==> config.mk <==
export PLATFORM = sky130hd
export DESIGN_NAME = div_unit
export DESIGN_NICKNAME = d
export VERILOG_FILES = /design/src/rtl/div_unit_pkg.sv /design/src/rtl/div_sign_fix.sv /design/src/rtl/div_unit.sv
export SDC_FILE = /design/constraint.sdc
export NUM_CORES = 1
export LEC_CHECK = 0
export ABC_CLOCK_PERIOD_IN_PS = 4400
export BUFFER_PORTS_ARGS = -buffer_cell sky130_fd_sc_hd__buf_4
export CORE_MARGIN = 1
export CORE_UTILIZATION = 53
export CTS_BUF_LIST = sky130_fd_sc_hd__clkbuf_8
export CTS_CLUSTER_SIZE = 12
export DETAILED_ROUTE_END_ITERATION = 8
export PLACE_DENSITY = 0.71
export SLEW_MARGIN = 20
export SYNTH_ARGS = -nofsm -noshare
export SYNTH_HDL_FRONTEND = slang
export SYNTH_HIERARCHICAL = 1
export SYNTH_SLANG_ARGS = --single-unit
==> constraint.sdc <==
create_clock -name clk -period 4.4 [get_ports clk]
set_input_delay 0.22 -clock clk [delete_from_list [all_inputs] [get_ports clk]]
set_output_delay 0.22 -clock clk [all_outputs]
set_load 0.005 [all_outputs]
==> src/rtl/div_unit_pkg.sv <==
// Shared types for the RV32M iterative divider: op codes, FSM state encoding
// and small op-decode helpers.
package div_unit_pkg;

  localparam int DIV_XLEN = 32;

  localparam logic [1:0] DIV_OP_DIV  = 2'b00;
  localparam logic [1:0] DIV_OP_DIVU = 2'b01;
  localparam logic [1:0] DIV_OP_REM  = 2'b10;
  localparam logic [1:0] DIV_OP_REMU = 2'b11;

  typedef enum logic [1:0] {
    ST_IDLE = 2'd0,
    ST_CALC = 2'd1,
    ST_FIX  = 2'd2,
    ST_DONE = 2'd3
  } div_state_e;

  function automatic logic is_signed_op(input logic [1:0] op);
    return (op == DIV_OP_DIV) || (op == DIV_OP_REM);
  endfunction

  function automatic logic is_rem_op(input logic [1:0] op);
    return (op == DIV_OP_REM) || (op == DIV_OP_REMU);
  endfunction

  function automatic logic is_quo_op(input logic [1:0] op);
    return (op == DIV_OP_DIV) || (op == DIV_OP_DIVU);
  endfunction

endpackage

==> src/rtl/div_sign_fix.sv <==
// Turns an unsigned magnitude quotient/remainder into the final RV32M result:
// sign correction plus the divide-by-zero and signed-overflow overrides.
module div_sign_fix
  import div_unit_pkg::*;
#(
  parameter int XLEN = 32
) (
  input  logic [XLEN-1:0] quo_raw_i,
  input  logic [XLEN-1:0] rem_raw_i,
  input  logic            sign_a_i,
  input  logic            sign_b_i,
  input  logic [1:0]      op_i,
  input  logic            b_zero_i,
  input  logic            ovf_i,
  output logic [XLEN-1:0] result_o
);

  logic            signed_op;
  logic [XLEN-1:0] quo_fix;
  logic [XLEN-1:0] rem_fix;

  always_comb begin
    signed_op = is_signed_op(op_i);
    quo_fix   = quo_raw_i;
    rem_fix   = rem_raw_i;

    if (signed_op && (sign_a_i != sign_b_i)) begin
      quo_fix = -quo_raw_i;
    end
    if (signed_op && sign_a_i) begin
      rem_fix = -rem_raw_i;
    end

    // Raw remainder is already |a| on divide-by-zero, so it sign-fixes back to a.
    if (b_zero_i) begin
      quo_fix = '1;
    end
    if (ovf_i) begin
      quo_fix = {1'b1, {(XLEN-1){1'b0}}};
      rem_fix = '0;
    end

    result_o = is_rem_op(op_i) ? rem_fix : quo_fix;
  end

endmodule

==> src/rtl/div_unit.sv <==
// Radix-2 restoring divider for RV32M DIV/DIVU/REM/REMU with valid/ready on
// both sides. Optional macro DIV_EARLY_OUT_EN skips the iteration for trivial ops.
//
// state   | meaning
// IDLE    | waiting for an op, in_ready high
// CALC    | one quotient bit per cycle, XLEN cycles
// FIX     | sign correction and special cases, result registered
// DONE    | out_valid high, result held until out_ready
module div_unit
  import div_unit_pkg::*;
#(
  parameter int XLEN  = 32,
  parameter int CNT_W = 6
) (
  input  logic            clk,
  input  logic            rst,
  input  logic            flush,
  input  logic            in_valid,
  output logic            in_ready,
  input  logic [XLEN-1:0] a,
  input  logic [XLEN-1:0] b,
  input  logic [1:0]      div_sel,
  output logic            out_valid,
  input  logic            out_ready,
  output logic [XLEN-1:0] result
);

  div_state_e      state_q, state_d;
  logic [1:0]      op_q, op_d;
  logic            sign_a_q, sign_a_d;
  logic            sign_b_q, sign_b_d;
  logic            b_zero_q, b_zero_d;
  logic            ovf_q, ovf_d;
  logic [XLEN-1:0] quo_q, quo_d;
  logic [XLEN-1:0] rem_q, rem_d;
  logic [XLEN-1:0] dvs_q, dvs_d;
  logic [CNT_W-1:0] cnt_q, cnt_d;
  logic [XLEN-1:0] result_q, result_d;

  logic            in_signed;
  logic            in_sign_a;
  logic            in_sign_b;
  logic [XLEN-1:0] abs_a;
  logic [XLEN-1:0] abs_b;
  logic            in_b_zero;
  logic            in_ovf;

  logic [XLEN:0]   rem_sh;
  logic [XLEN:0]   trial;

  logic [XLEN-1:0] fx_quo;
  logic [XLEN-1:0] fx_rem;
  logic            fx_sign_a;
  logic            fx_sign_b;
  logic [1:0]      fx_op;
  logic            fx_b_zero;
  logic            fx_ovf;
  logic [XLEN-1:0] fx_result;

  always_comb begin
    in_signed = is_signed_op(div_sel);
    in_sign_a = in_signed & a[XLEN-1];
    in_sign_b = in_signed & b[XLEN-1];
    abs_a     = in_sign_a ? -a : a;
    abs_b     = in_sign_b ? -b : b;
    in_b_zero = (b == '0);
    in_ovf    = in_signed && (a == {1'b1, {(XLEN-1){1'b0}}}) && (b == '1);
  end

  // rem_q < divisor always holds, so the XLEN+1 bit trial never overflows.
  always_comb begin
    rem_sh = {rem_q, quo_q[XLEN-1]};
    trial  = rem_sh - {1'b0, dvs_q};
  end

`ifdef DIV_EARLY_OUT_EN
  logic idle;
  logic early_hit;

  // In IDLE the fixer sees the incoming operands so an early-out result is
  // available on the accepting edge; otherwise it sees the latched iteration.
  always_comb begin
    idle      = (state_q == ST_IDLE);
    early_hit = in_b_zero || in_ovf || (abs_a < abs_b);
    fx_quo    = idle ? (in_b_zero ? '1 : '0) : quo_q;
    fx_rem    = idle ? abs_a : rem_q;
    fx_sign_a = idle ? in_sign_a : sign_a_q;
    fx_sign_b = idle ? in_sign_b : sign_b_q;
    fx_op     = idle ? div_sel : op_q;
    fx_b_zero = idle ? in_b_zero : b_zero_q;
    fx_ovf    = idle ? in_ovf : ovf_q;
  end
`else
  always_comb begin
    fx_quo    = quo_q;
    fx_rem    = rem_q;
    fx_sign_a = sign_a_q;
    fx_sign_b = sign_b_q;
    fx_op     = op_q;
    fx_b_zero = b_zero_q;
    fx_ovf    = ovf_q;
  end
`endif

  div_sign_fix #(
    .XLEN(XLEN)
  ) u_sign_fix (
    .quo_raw_i (fx_quo),
    .rem_raw_i (fx_rem),
    .sign_a_i  (fx_sign_a),
    .sign_b_i  (fx_sign_b),
    .op_i      (fx_op),
    .b_zero_i  (fx_b_zero),
    .ovf_i     (fx_ovf),
    .result_o  (fx_result)
  );

  always_comb begin
    state_d  = state_q;
    op_d     = op_q;
    sign_a_d = sign_a_q;
    sign_b_d = sign_b_q;
    b_zero_d = b_zero_q;
    ovf_d    = ovf_q;
    quo_d    = quo_q;
    rem_d    = rem_q;
    dvs_d    = dvs_q;
    cnt_d    = cnt_q;
    result_d = result_q;

    case (state_q)
      ST_IDLE: begin
        if (in_valid) begin
          op_d     = div_sel;
          sign_a_d = in_sign_a;
          sign_b_d = in_sign_b;
          b_zero_d = in_b_zero;
          ovf_d    = in_ovf;
          quo_d    = abs_a;
          dvs_d    = abs_b;
          rem_d    = '0;
          cnt_d    = '0;
          state_d  = ST_CALC;
`ifdef DIV_EARLY_OUT_EN
          if (early_hit) begin
            result_d = fx_result;
            state_d  = ST_DONE;
          end
`endif
        end
      end
      ST_CALC: begin
        if (!trial[XLEN]) begin
          rem_d = trial[XLEN-1:0];
          quo_d = {quo_q[XLEN-2:0], 1'b1};
        end else begin
          rem_d = rem_sh[XLEN-1:0];
          quo_d = {quo_q[XLEN-2:0], 1'b0};
        end
        cnt_d = cnt_q + CNT_W'(1);
        if (cnt_q == CNT_W'(XLEN-1)) begin
          state_d = ST_FIX;
        end
      end
      ST_FIX: begin
        result_d = fx_result;
        state_d  = ST_DONE;
      end
      ST_DONE: begin
        if (out_ready) begin
          state_d = ST_IDLE;
        end
      end
      default: state_d = ST_IDLE;
    endcase
  end

  always_ff @(posedge clk) begin
    if (rst || flush) begin
      state_q  <= ST_IDLE;
      op_q     <= '0;
      sign_a_q <= 1'b0;
      sign_b_q <= 1'b0;
      b_zero_q <= 1'b0;
      ovf_q    <= 1'b0;
      quo_q    <= '0;
      rem_q    <= '0;
      dvs_q    <= '0;
      cnt_q    <= '0;
      result_q <= '0;
    end else begin
      state_q  <= state_d;
      op_q     <= op_d;
      sign_a_q <= sign_a_d;
      sign_b_q <= sign_b_d;
      b_zero_q <= b_zero_d;
      ovf_q    <= ovf_d;
      quo_q    <= quo_d;
      rem_q    <= rem_d;
      dvs_q    <= dvs_d;
      cnt_q    <= cnt_d;
      result_q <= result_d;
    end
  end

  assign in_ready  = (state_q == ST_IDLE);
  assign out_valid = (state_q == ST_DONE);
  assign result    = result_q;

endmodule

==> qor.csv <==
stage,metric,value,unit
status,outcome,finished clean,
route,drtIter0Drc,1024,
die,core,19590,sq um
global_routing,grtUsageTotal,30.24,%
placed_design,portBuffers,104,
die,die_area,20720,sq um
cells_and_area,synthToLayoutAreaGrowth,12.55,%
critical_path,crit_type,flop to flop,
route,wl_per_cell,17.89,um
global_routing,grt_pass1_vias,9020,
power_and_ir_drop,p_per_area,275.2,nW/um^2
die,start_util,54.51,%
synth,async_flop_share,0,%
clock_network,tritoncts_num_sinks,142,
placed_design,placedCellCount,1710,
sta,setup_violations,0,
placed_design,placed_area,11590,sq um
power_and_ir_drop,p_int,2.214,mW
clock_network,insertion_delay,0.47,ns
route,via_per_inst,6.077,
synth,yosysWarnings,6,
synth,ys_ff_latch,142,
route,drc,0,
sta,max_slew_margin,25.19,%
sta,worstMarginPinSlew,1.122,ns
clock_network,numCtsBuffers,17,
critical_path,cp-end-kind,flop,
sta,fmax,263.9,MHz
route,via_count,10590,
route,wl_met1,14.83,mm
die,fp.dieH,143.9,um
synth,yosysSeqAreaShare,26.62,%
synth,syn-cell-area,10680,sq um
route,highest_layer,met4,
synth,synthDistinctLibCells,76,
route,route.met2.wl,13.27,mm
hold_path,hold_class,input pin to flop,
sta,timing.final.crit_share,86.12,%
power_and_ir_drop,pwr-share-comb,24.8,%
sta,finalHoldViolCount,0,
sta,slew_violations,0,
synth,synth_cells,1406,
synth,avgSynthCellArea,7.594,sq um
clock_network,cts_setup_buffers,0,
synth,synth_nets,1520,
critical_path,required,4.75,ns
synth,synth_enable_flop_cells,0,
clock_network,root_buffer,clkbuf_8,
sta,rsz0062_at_grt,no,
job,drv_cap,0,
clock_network,cts_max_path_buffers,2,
global_routing,antenna_found_initial,0,
power_and_ir_drop,p_total,3.307,mW
critical_path,crit_fanout,21,
critical_path,r2r_cells,14,
cells_and_area,diodes,0,
route,firstDrtPassIters,6,
cells_and_area,fin_nets,1578,
die,ios,105,
placed_design,place_congestion,0.9378,
placed_design,post-dp-hpwl,23.04,mm
clock_network,hold_buffers,0,
route,antenna_left,0,
die,rows,51,
global_routing,grt_max_degree,72,
power_and_ir_drop,p_leak,4.547,nW
route,wl_met3,2.181,mm
sta,fin_crit,3.789,ns
synth,synth_ff_type,dfxtp_1,
global_routing,overflow,0,
clock_network,clk_pin_slew_worst_paths,0.09,ns
global_routing,grt_pass1_wl,48.62,mm
critical_path,crit_path_start_kind,flop,
route,drt_wl_total,31.16,mm
cells_and_area,fin_cells,1742,
die,die_x,143.9,um
power_and_ir_drop,clkPwrFrac,34.4,%
clock_network,cts_tree,yes,
cells_and_area,final_cell_area,12020,sq um
clock_network,cts_resized,0,
sta,clock_skew,0.01605,ns
hold_path,hold_depth,3,
power_and_ir_drop,p_seq_share,40.8,%
power_and_ir_drop,ir_drop,0.1991,mV
power_and_ir_drop,switching_power,1.093,mW
power_and_ir_drop,switching_share,33.05,%
critical_path,worstPathArrival,4.14,ns
clock_network,htreeDepth,4,
cells_and_area,drive_above_1_share,12.46,%
sta,setup_tns,0,ns
registers in the layout, indices dropped and copies added, names as in the netlist:
register and count:
dvs_q 32, result 32, fx_op 2, cnt_q 6, fx_ovf 1, fx_quo 32
state_q 2, fx_rem 32, b_zero_q 1, fx_sign_b 1, fx_sign_a 1
layout by cell type (no fill, tap or decap), types with 4 or more instances in the layout:
cell,count
a21o_1,18
o211ai_1,4
nor2_1,140
a311oi_1,4
nor4_1,13
or4_1,8
nand2b_1,6
dfxtp_1,142
mux2i_1,65
clkbuf_8,17
nor3_1,40
xnor2_1,102
a31oi_1,38
and3_1,6
nand4_1,12
o21a_1,4
or3_1,11
nor3b_1,4
nand2_1,173
o21ai_1,32
nand3_1,18
a21oi_1,107
nor2b_1,7
o31ai_1,17
and2_1,5
xor2_1,42
a211oi_1,35
and4_1,5
o21bai_1,4
buf_4,123
ha_1,40
a221oi_1,27
a32oi_1,7
inv_1,65
o21ai_0,59
synthesized netlist by cell type (all sizes together) (36+ instances only):
cell type / instances / area [sq um]
clkbuf: 69 / 279.0
mux2i: 65 / 650.6
a21oi: 108 / 544.3
a211oi: 36 / 275.3
dfxtp: 142 / 2843
ha: 42 / 525.5
nor2: 142 / 533.0
a31oi: 38 / 237.7
inv: 63 / 236.5
xor2: 42 / 367.9
xnor2: 102 / 893.4
nand2: 173 / 649.4
o21ai: 93 / 465.4
nor3: 40 / 200.2
stage by stage:
| stage | utilization (%) | hold slack [ns] | setup slack (ns) |
|---|---|---|---|
| 2_1_floorplan | - | 0.3560 | 1.343 |
| 3_3_place_gp | 59.17 | 0.4557 | 0.7976 |
| 3_5_place_dp | 59.17 | 0.4656 | 0.6445 |
| 4_1_cts | 61.32 | 0.009071 | 0.6350 |
| 5_1_grt | 61.35 | 0.01562 | 0.3517 |
| 6_report | 61.35 | 0.02022 | 0.6106 |
routing by layer:
| metal | GRT usage [%] | up-vias |
|---|---|---|
| met5 | 0 | - |
| met4 | 10.08 | 0 |
| met3 | 4.532 | 51 |
| met2 | 44.72 | 406 |
| met1 | 44.22 | 4961 |
| li1 | - | 5169 |
logic make-up (layout without fill, tap and decap cells):
group	after synthesis	count (layout)	share of synthesized area [%]
AND/OR/NAND/NOR	473	473	20.73
AO/OA/AOI/OAI	390	390	23.68
buffers and inverters	147	218	5.742
XOR/XNOR	144	144	11.81
flip-flops	142	142	26.62
multiplexers	67	67	6.304
adder cells (fa/ha/maj)	43	43	5.109
worst paths after layout:
path                endpoint        from  slack [ns]
setup / recovery  fx_rem[13]  fx_quo[31]        0.61
hold / removal      fx_op[1]  div_sel[1]        0.02
hold reg to reg     dvs_q[0]    dvs_q[0]        0.48
setup reg to reg  fx_rem[13]  fx_quo[31]        0.61
layout make-up:
class                           instances  area [sq um]
Sequential cell                       142          2843
Clock buffer                           17         234.0
Fill cell                            1841          7572
Tap cell                              265         331.6
Timing Repair Buffer                  123         923.4
Inverter                               63         236.5
Clock inverter                         15         187.7
Multi-Input combinational cell       1117          7262
power by group through the flow:
stage,Combinational (mW),Clock (mW),Sequential (mW)
finish,0.819,1.14,1.35
global route,0.891,1.21,1.35
CTS,0.803,1.15,1.35
detailed placement,0.799,0,1.38
global placement,0.792,0,1.38
floorplan,0.578,0,1.37
critical path, stage by stage (launching register included):
cell	delay [ns]
dfxtp_1	0.35
inv_1	0.08
ha_1	0.19
inv_1	0.07
fa_1	0.24
a211oi_1	0.12
o21ai_1	0.24
a21oi_2	0.11
nand2b_4	0.18
o2111ai_4	0.24
nand2_1	0.21
o311ai_4	0.93
buf_4	0.40
mux2i_1	0.24
o21ai_1	0.08
Note: power is estimated with default switching activity, not from simulation.
